### config.mk
export PLATFORM = sky130hd
export DESIGN_NAME = regbank_access_arbiter
export DESIGN_NICKNAME = d
export VERILOG_FILES = /design/src/rtl/regbank_access_arbiter.sv
export SDC_FILE = /design/constraint.sdc
export NUM_CORES = 1
export LEC_CHECK = 0
export ABC_AREA = 1
export BUFFER_PORTS_ARGS = -buffer_cell sky130_fd_sc_hd__buf_2
export CAP_MARGIN = 5
export CORE_UTILIZATION = 42
export DETAILED_ROUTE_END_ITERATION = 12
export GPL_ROUTABILITY_DRIVEN = 0
export MAX_ROUTING_LAYER = met4
export PLACE_DENSITY = 0.72
export SYNTH_ARGS = -nofsm -noshare
export SYNTH_HDL_FRONTEND = slang
export SYNTH_SLANG_ARGS = --single-unit
### constraint.sdc
create_clock -name i_clk -period 3.6 [get_ports i_clk]
set_input_delay 0.36 -clock i_clk [delete_from_list [all_inputs] [get_ports i_clk]]
set_output_delay 0.36 -clock i_clk [all_outputs]
set_load 0.03 [all_outputs]
### src/rtl/regbank_access_arbiter.sv
// Two-requester round-robin arbiter in front of the single register-bank port.
// Ports:
//   i_clk, i_rst        : clock, asynchronous active-high reset
//   i_mX_req/we/addr/wdata : requester X transaction, held until o_mX_ack
//   o_mX_ack/rdata/err  : completion pulse, read data, read-timeout flag
//   o_rb_*              : register-bank strobes, address, write data
//   i_rb_rd_data/valid  : register-bank read return
//   o_busy, o_owner     : FSM not idle, current owner (0 when idle)
module regbank_access_arbiter #(
   parameter int K_DWIDTH  = 16,
   parameter int K_AWIDTH  = 8,
   parameter int K_TIMEOUT = 15
) (
   input  logic                i_clk,
   input  logic                i_rst,
   input  logic                i_m0_req,
   input  logic                i_m0_we,
   input  logic [K_AWIDTH-1:0] i_m0_addr,
   input  logic [K_DWIDTH-1:0] i_m0_wdata,
   output logic                o_m0_ack,
   output logic [K_DWIDTH-1:0] o_m0_rdata,
   output logic                o_m0_err,
   input  logic                i_m1_req,
   input  logic                i_m1_we,
   input  logic [K_AWIDTH-1:0] i_m1_addr,
   input  logic [K_DWIDTH-1:0] i_m1_wdata,
   output logic                o_m1_ack,
   output logic [K_DWIDTH-1:0] o_m1_rdata,
   output logic                o_m1_err,
   output logic                o_rb_wr_en,
   output logic [K_AWIDTH-1:0] o_rb_addr,
   output logic [K_DWIDTH-1:0] o_rb_wr_data,
   output logic                o_rb_rd_en,
   input  logic [K_DWIDTH-1:0] i_rb_rd_data,
   input  logic                i_rb_rd_valid,
   output logic                o_busy,
   output logic                o_owner
);

   localparam int CW = $clog2(K_TIMEOUT + 1);

   typedef enum logic [1:0] {
      S_IDLE,
      S_ISSUE,
      S_WAIT,
      S_DONE
   } state_t;

   state_t              state, state_nx;
   logic                owner, last_gnt, lat_we;
   logic [K_AWIDTH-1:0] lat_addr;
   logic [K_DWIDTH-1:0] lat_wdata;
   logic [CW-1:0]       tcnt;

   logic grant, gnt_idx;
   logic cap, tout, wr_done;
   logic tcnt_clr, tcnt_inc;
   logic res_ld;
   logic [K_DWIDTH-1:0] res_data;

   always_ff @(posedge i_clk or posedge i_rst) begin
      if (i_rst) state <= S_IDLE;
      else       state <= state_nx;
   end

   always_comb begin
      state_nx     = state;
      grant        = 1'b0;
      gnt_idx      = 1'b0;
      cap          = 1'b0;
      tout         = 1'b0;
      wr_done      = 1'b0;
      tcnt_clr     = 1'b0;
      tcnt_inc     = 1'b0;
      o_rb_wr_en   = 1'b0;
      o_rb_rd_en   = 1'b0;
      o_rb_addr    = '0;
      o_rb_wr_data = '0;
      unique case (state)
         S_IDLE: begin
            if (i_m0_req || i_m1_req) begin
               grant = 1'b1;
               // On a tie the requester not served last wins.
               gnt_idx  = (i_m0_req && i_m1_req) ? ~last_gnt : i_m1_req;
               state_nx = S_ISSUE;
            end
         end
         S_ISSUE: begin
            o_rb_addr = lat_addr;
            if (lat_we) begin
               o_rb_wr_en   = 1'b1;
               o_rb_wr_data = lat_wdata;
               wr_done      = 1'b1;
               state_nx     = S_DONE;
            end else begin
               o_rb_rd_en = 1'b1;
               if (i_rb_rd_valid) begin
                  cap      = 1'b1;
                  state_nx = S_DONE;
               end else begin
                  tcnt_clr = 1'b1;
                  state_nx = S_WAIT;
               end
            end
         end
         S_WAIT: begin
            // Valid has priority over a coincident timeout.
            if (i_rb_rd_valid) begin
               cap      = 1'b1;
               state_nx = S_DONE;
            end else if (tcnt == CW'(K_TIMEOUT - 1)) begin
               tout     = 1'b1;
               state_nx = S_DONE;
            end else begin
               tcnt_inc = 1'b1;
            end
         end
         S_DONE: state_nx = S_IDLE;
         default: state_nx = S_IDLE;
      endcase
   end

   always_ff @(posedge i_clk or posedge i_rst) begin
      if (i_rst) begin
         owner     <= 1'b0;
         last_gnt  <= 1'b1;
         lat_we    <= 1'b0;
         lat_addr  <= '0;
         lat_wdata <= '0;
         tcnt      <= '0;
      end else begin
         if (grant) begin
            owner     <= gnt_idx;
            lat_we    <= gnt_idx ? i_m1_we    : i_m0_we;
            lat_addr  <= gnt_idx ? i_m1_addr  : i_m0_addr;
            lat_wdata <= gnt_idx ? i_m1_wdata : i_m0_wdata;
         end
         if (tcnt_clr)      tcnt <= '0;
         else if (tcnt_inc) tcnt <= tcnt + 1'b1;
         if (state == S_DONE) last_gnt <= owner;
      end
   end

   // Result registers load on entry to DONE so they are valid with ack
   // and then hold until the owner's next completion.
   assign res_ld   = cap | tout | wr_done;
   assign res_data = cap ? i_rb_rd_data : '0;

   always_ff @(posedge i_clk or posedge i_rst) begin
      if (i_rst) begin
         o_m0_rdata <= '0;
         o_m0_err   <= 1'b0;
         o_m1_rdata <= '0;
         o_m1_err   <= 1'b0;
      end else if (res_ld) begin
         if (owner) begin
            o_m1_rdata <= res_data;
            o_m1_err   <= tout;
         end else begin
            o_m0_rdata <= res_data;
            o_m0_err   <= tout;
         end
      end
   end

   assign o_busy   = (state != S_IDLE);
   assign o_owner  = o_busy & owner;
   assign o_m0_ack = (state == S_DONE) & ~owner;
   assign o_m1_ack = (state == S_DONE) & owner;

endmodule

==> results of run 1 <==
[routing by layer]
metal  global-route usage [%]  vias to the layer above
met5                        -                        -
met4                     9.39                        0
met3                     3.94                       15
met2                     32.6                      118
met1                     24.9                     1432
li1                         -                     1589
[where the power goes]
| group | internal [W] | total, W | switching [W] |
|---|---|---|---|
| logic | 0.000551 | 0.00188 | 0.00132 |
| registers | 0.00107 | 0.00128 | 0.000217 |
| clock network | 0.000409 | 0.000708 | 0.000300 |
[state kept, by name, summed over array words and instances (netlist names), 2 cells and up]
signal,cells
lat_addr,8
lat_wdata,16
o_m0_rdata,16
o_m1_rdata,16
state,2
tcnt,4
[worst reg2reg max path, cell delays in order, from the launching register on]
cell and delay [ps]:
dfrtp_1 420, inv_1 130, ha_1 280, nand3_2 500, inv_2 550, nand2_1 120, a31oi_1 180
[cell usage in the layout (no fill, tap or decap), drive strengths merged, types with 2 or more instances in the layout]
master    instances
ha                7
dfrtp            66
nand2           181
clkinv            2
bufinv            2
nor2             63
buf             136
o21ai             6
clkinvlp          2
nand3             8
clkbuf           10
a21oi             3
a31oi            25
inv              62
[cells by family (layout without fill, tap and decap cells)]
kind of cell | after synthesis | count (layout) | share of synthesized area (%)
AOI/OAI and AO/OA | 35 | 35 | 6.32
adders and majority gates | 7 | 7 | 2.60
buffers and inverters | 80 | 214 | 10.3
DFF | 67 | 67 | 49.8
and+or+nand+nor | 254 | 254 | 30.9
[worst max path at each step]
stage / startpoint / end / slack, ps / cells after the start
floorplan: i_rst / lat_addr[0] / 1560 / 1
global placement: state[0] / lat_wdata[2] / 1390 / 6
detailed placement: state[1] / lat_addr[1] / 1340 / 6
CTS: state[1] / o_rb_wr_data[6] / 1070 / 5
global route: state[1] / o_rb_wr_data[6] / 950 / 5
finish: owner / o_owner / 1100 / 3
[area by class of cell]
class / instances / area, um2 / area share, %
clock buffers: 10 / 138 / 3.20
clock inverters: 6 / 88.8 / 2.07
inverters: 62 / 233 / 5.41
multi-input cells: 296 / 1350 / 31.4
flip-flops and latches: 67 / 1680 / 39.0
well taps: 102 / 128 / 2.97
repair buffers: 136 / 686 / 15.9
[metrics by stage]
stage                     worst slack [ps]  cells
after global routing                   945    679
final                                 1100    679
after global placement                1390    663
after floorplan                       1560    443
after detailed placement              1340    663
after CTS                             1070    679
==> run_results.csv, run 1 <==
group,metric,value,unit
critical_path,r2r_cells,6,
timing,fin_setup_tns,0,ps
final_layout,fin_util,55.6,%
clocking,cts.sinks,67,
yosys,synthCells,443,
timing,worstMarginPinSlew,1110,ps
place,placed_area,4070,um2
floorplanning,die-width,91.5,um
global_route,grt_pass1_vias,2962,
yosys,yosys-top-cells-count,"nand2_1 (165), dfrtp_1 (66), nor2_1 (63), inv_1 (60), a31oi_1 (25)",
timing,slew_headroom,25.7,%
timing,hold_ws,257,ps
hold_path,hold_path.startpoint,"i_m1_wdata[2]",
hold_path,worstHoldEndpoint,"lat_wdata[2]",
clocking,clk_pin_slew,80,ps
clocking,cts_resized,0,
timing,fin_skew,14.4,ps
yosys,synthTopCellsByArea,"dfrtp_1 (49%), nand2_1 (18%), nor2_1 (7.0%)",
drt,wl_met1,3.53,mm
timing,hold_violations,0,
place,port_buffers,134,
drt,ant_nets,0,
critical_path,critPathSlowestCell,"dfrtp_1",
floorplanning,floorplan.initialDensity,43.6,%
yosys,async_flop_share,100,%
clocking,cts_buffer_depth,2,
floorplanning,rows,32,
critical_path,end_kind,"output pin",
final_layout,drive_gt1_share,30.3,%
clocking,cts_buffers,9,
global_route,antenna_found_initial,0,
yosys,synthesis.nets,521,
yosys,synth.most_common_cell,"nand2_1",
global_route,grt_pass1_wl,13.1,mm
yosys,synth_top_area_cell,"dfrtp_1",
critical_path,r2r-end,"lat_addr[7]",
timing,rsz0062_at_grt,"no",
critical_path,crit_buf_inv,2,
clocking,clk_latency,350,ps
timing,maxSlewViolCount,0,
yosys,synth_edf_count,0,
clocking,postCtsHoldBufs,0,
global_route,grt_usage,20.4,%
pwr,ir_drop,0.468,mV
critical_path,worstSetupPathType,"reg2out",
final_layout,syn_to_final_growth,27.7,%
yosys,synth_top_cell_area_share,49.1,%
floorplanning,die_area,8380,um2
floorplanning,coreArea,7730,um2
clocking,cts_setup_buffers,0,
hold_path,hold-path-cell-count,3,
pwr,power.density,900,nW/um2
drt,drcViolationCount,0,
place,dpl.hpwl,5.77,mm
drt,wl_met3,532,um
hold_path,hold_path.class,"in2reg",
yosys,syn_area,3370,um2
clocking,htreeDepth,3,
global_route,overflow,0,
drt,wirelength,8.01,mm
drt,wire_per_inst,11.8,um
timing,finalSetupViolCount,0,
critical_path,timing.rr.start,"state[1]",
floorplanning,ios,135,
final_layout,design_area,4300,um2
drt,top_layer_used,"met4",
critical_path,cp-start-kind,"flip-flop",
yosys,synth_flop_cell,"dfrtp_1",
yosys,yosys.cell_types.count,24,
drt,viasPerCell,4.65,
critical_path,crit_required,3240,ps
clocking,clockRootBuffer,"clkbuf_8",
global_route,grt_max_degree,55,
yosys,ys_ff_latch,67,
critical_path,critPathArrivalTime,2140,ps
timing,layout_min_cycle_time,2500,ps
yosys,ys_seq_area_share,49.8,%
critical_path,cp_top_family,"flip-flops",
drt,met2_wirelength,3.81,mm
yosys,syn_area_per_cell,7.60,um2
drt,vias,3154,
final_layout,finalNetCount,650,
final_layout,antennaDiodeCount,0,
status,status,"complete, no violations",
final_layout,fillers,739,
drt,drtIter0Drc,105,
clocking,cts_tree,"done",
timing,fin_crit_sh,69.4,%
drt,drt-pass1-iter-count,4,
timing,clock.fmax,400,MHz
yosys,yosysWarnings,0,
pwr,fin_total_pwr,0.00387,W
critical_path,max_stage_delay,820,ps
pwr,static-leakage-power,2.68,nW
critical_path,regToRegSetupSlack,1330,ps
critical_path,cp_max_fo,21,
flow_run,max_cap_viol_count,0,
floorplanning,die_y,91.5,um
critical_path,cp_cell_sequence,"inv_1 -> nor2_1 -> buf_2",
No activity file was read; power rests on OpenSTA's default activity.
==> run 2, diff against run 1 <==
clock period = 2.4 ns   (was 3.6 ns; I/O delays follow)
==> run 2 against run 1 <==
Effect of this change: clock power up 47%; non-clock buffer count up 4; total power up 50%; sequential share of layout area down 0.25 points; first-iteration DRC count down 0.95%; worst setup slack worse by 870 ps; critical path depth up 2; core utilization up 0.36 points; highest routed layer unchanged; global-route usage up 0.63 points; critical endpoint is now o_rb_wr_data[6].
==> run_results.csv, run 2 (synthesis results as in run 1) <==
group,metric,value,unit
status,status,"complete, no violations",
drt,wire_per_inst,11.9,um
pwr,p_seq_share,32.5,%
place,dpl.hpwl,5.99,mm
timing,hold_violations,0,
floorplanning,rows,32,
timing,worst_slack,234,ps
final_layout,drive_gt1_share,30.6,%
clocking,clk_pin_slew,70,ps
critical_path,regToRegSetupSlack,560,ps
critical_path,end_kind,"output pin",
pwr,power.internal,0.00303,W
pwr,switchingPower,0.00278,W
pwr,power.density,1340,nW/um2
final_layout,antennaDiodeCount,0,
clocking,cts.sinks,67,
drt,drt-pass1-iter-count,6,
clocking,clk_latency,350,ps
global_route,overflow,0,
final_layout,layout_common_cells,"nand2_1 (165), buf_2 (134), dfrtp_1 (66)",
floorplanning,die-width,91.5,um
final_layout,reg_top3,"lat_wdata x16, o_m0_rdata x16, o_m1_rdata x16",
final_layout,design_area,4330,um2
drt,vias,3121,
critical_path,r2r_cells,7,
clocking,cts_setup_buffers,0,
timing,fin_setup_tns,0,ps
critical_path,crit_required,2160,ps
floorplanning,die_area,8380,um2
pwr,swShare,47.9,%
final_layout,syn_to_final_growth,28.5,%
pwr,fin_total_pwr,0.00581,W
critical_path,critPathArrivalTime,1930,ps
clocking,htreeDepth,3,
clocking,clockRootBuffer,"clkbuf_8",
global_route,grt_max_degree,52,
timing,finalSetupViolCount,0,
pwr,ir_drop,0.566,mV
global_route,grt_usage,21.0,%
critical_path,worstSetupPathType,"reg2out",
timing,worstMarginPinSlew,657,ps
hold_path,hold-path-cell-count,3,
critical_path,crit_cells,5,
critical_path,cp_top_family,"simple AND/OR/NAND/NOR gates",
timing,fin_crit_sh,90.3,%
pwr,p_clk_share,17.8,%
clocking,cts_tree,"done",
critical_path,cp-start-kind,"flip-flop",
floorplanning,ios,135,
timing,maxSlewViolCount,0,
final_layout,finalNetCount,654,
drt,wirelength,8.10,mm
place,port_buffers,134,
final_layout,fillers,766,
global_route,grt_pass1_wl,13.3,mm
flow_run,max_cap_viol_count,0,
floorplanning,coreArea,7730,um2
timing,layout_min_cycle_time,2170,ps
clocking,cts_buffers,9,
clocking,cts_buffer_depth,2,
drt,drtIter0Drc,104,
place,dpl_worst_slack,398,ps
final_layout,final_common_cell,"nand2_1",
timing,rsz0062_at_grt,"no",
floorplanning,floorplan.initialDensity,43.6,%
place,placed_area,4100,um2
global_route,antenna_found_initial,0,
hold_path,hold_path.class,"in2reg",
floorplanning,die_y,91.5,um
drt,drcViolationCount,0,
critical_path,cp_max_fo,18,
drt,viasPerCell,4.57,
pwr,combPwrFrac,49.7,%
timing,fin_skew,11.3,ps
timing,slew_headroom,56.2,%
critical_path,cp_cell_sequence,"inv_1 -> ha_2 -> nand2_2 -> nor2_1 -> buf_2",
pwr,static-leakage-power,2.69,nW
drt,ant_nets,0,
global_route,grt_pass1_vias,2924,
critical_path,critPathSlowestCell,"dfrtp_1",
timing,clock.fmax,462,MHz
critical_path,crit_buf_inv,2,
critical_path,max_stage_delay,420,ps
## run 2: cell count changes in the layout (fill, tap and decap cells not counted), sizes merged
cell,previous run,this run
clkinvlp,2,3
clkinv,2,1
dlygate4sd3,0,1
buf,136,139
## run 2: worst paths after layout
kind	end	startpoint
max	o_rb_wr_data[6]	state[1]
min	lat_wdata[15]	i_m1_wdata[15]
max reg2reg	o_m0_rdata[13]	state[1]
min reg2reg	o_m1_rdata[2]	o_m1_rdata[2]
max in group asynchronous	last_gnt	i_rst
min in group asynchronous	lat_wdata[0]	i_rst
## run 2: final cells by class
cell class | count | area [um2] | share of cell area (%)
multi-input cells | 296 | 1350 | 31.2
inverters | 62 | 233 | 5.38
repair buffers | 140 | 718 | 16.6
flip-flops and latches | 67 | 1680 | 38.8
clock inverters | 6 | 91.3 | 2.11
clock buffers | 10 | 128 | 2.95
well taps | 102 | 128 | 2.95
## run 2: repair_timing
item,CTS,global route
hold endpoints to repair,21,0
resized for setup,0,1
hold buffers,1,0
endpoints found under the setup margin,0,16
## run 2: per-stage QoR
| step | hold slack [ps] | cells | utilization (%) |
|---|---|---|---|
| after floorplan | 386 | 443 | - |
| after global placement | 284 | 666 | 53.0 |
| after detailed placement | 290 | 666 | 53.0 |
| after CTS | 123 | 683 | 56.0 |
| after global routing | 129 | 683 | 56.0 |
| final | 138 | 683 | 56.0 |
## run 2: worst register-to-register path, stage by stage (launching register included)
cell and delay (ps):
dfrtp_1 420, inv_1 130, ha_2 330, nand2_2 290, nand3_4 210, nand2_4 170
nand2_1 140, nand2_1 50
## run 2: layer usage
layer	routed length, um	vias to the layer above	track usage (%)
met5	0	-	-
met4	135	0	9.39
met3	496	10	4.36
met2	3710	112	32.1
met1	3760	1398	26.9
li1	-	1601	-
## run 2: power by group through the flow
stage / clock network, W / registers [W] / logic [W]
detailed placement: 0 / 0.00190 / 0.00292
finish: 0.00104 / 0.00189 / 0.00289
global route: 0.00112 / 0.00194 / 0.00320
CTS: 0.00106 / 0.00189 / 0.00292
global placement: 0 / 0.00188 / 0.00287
floorplan: 0 / 0.00222 / 0.00187
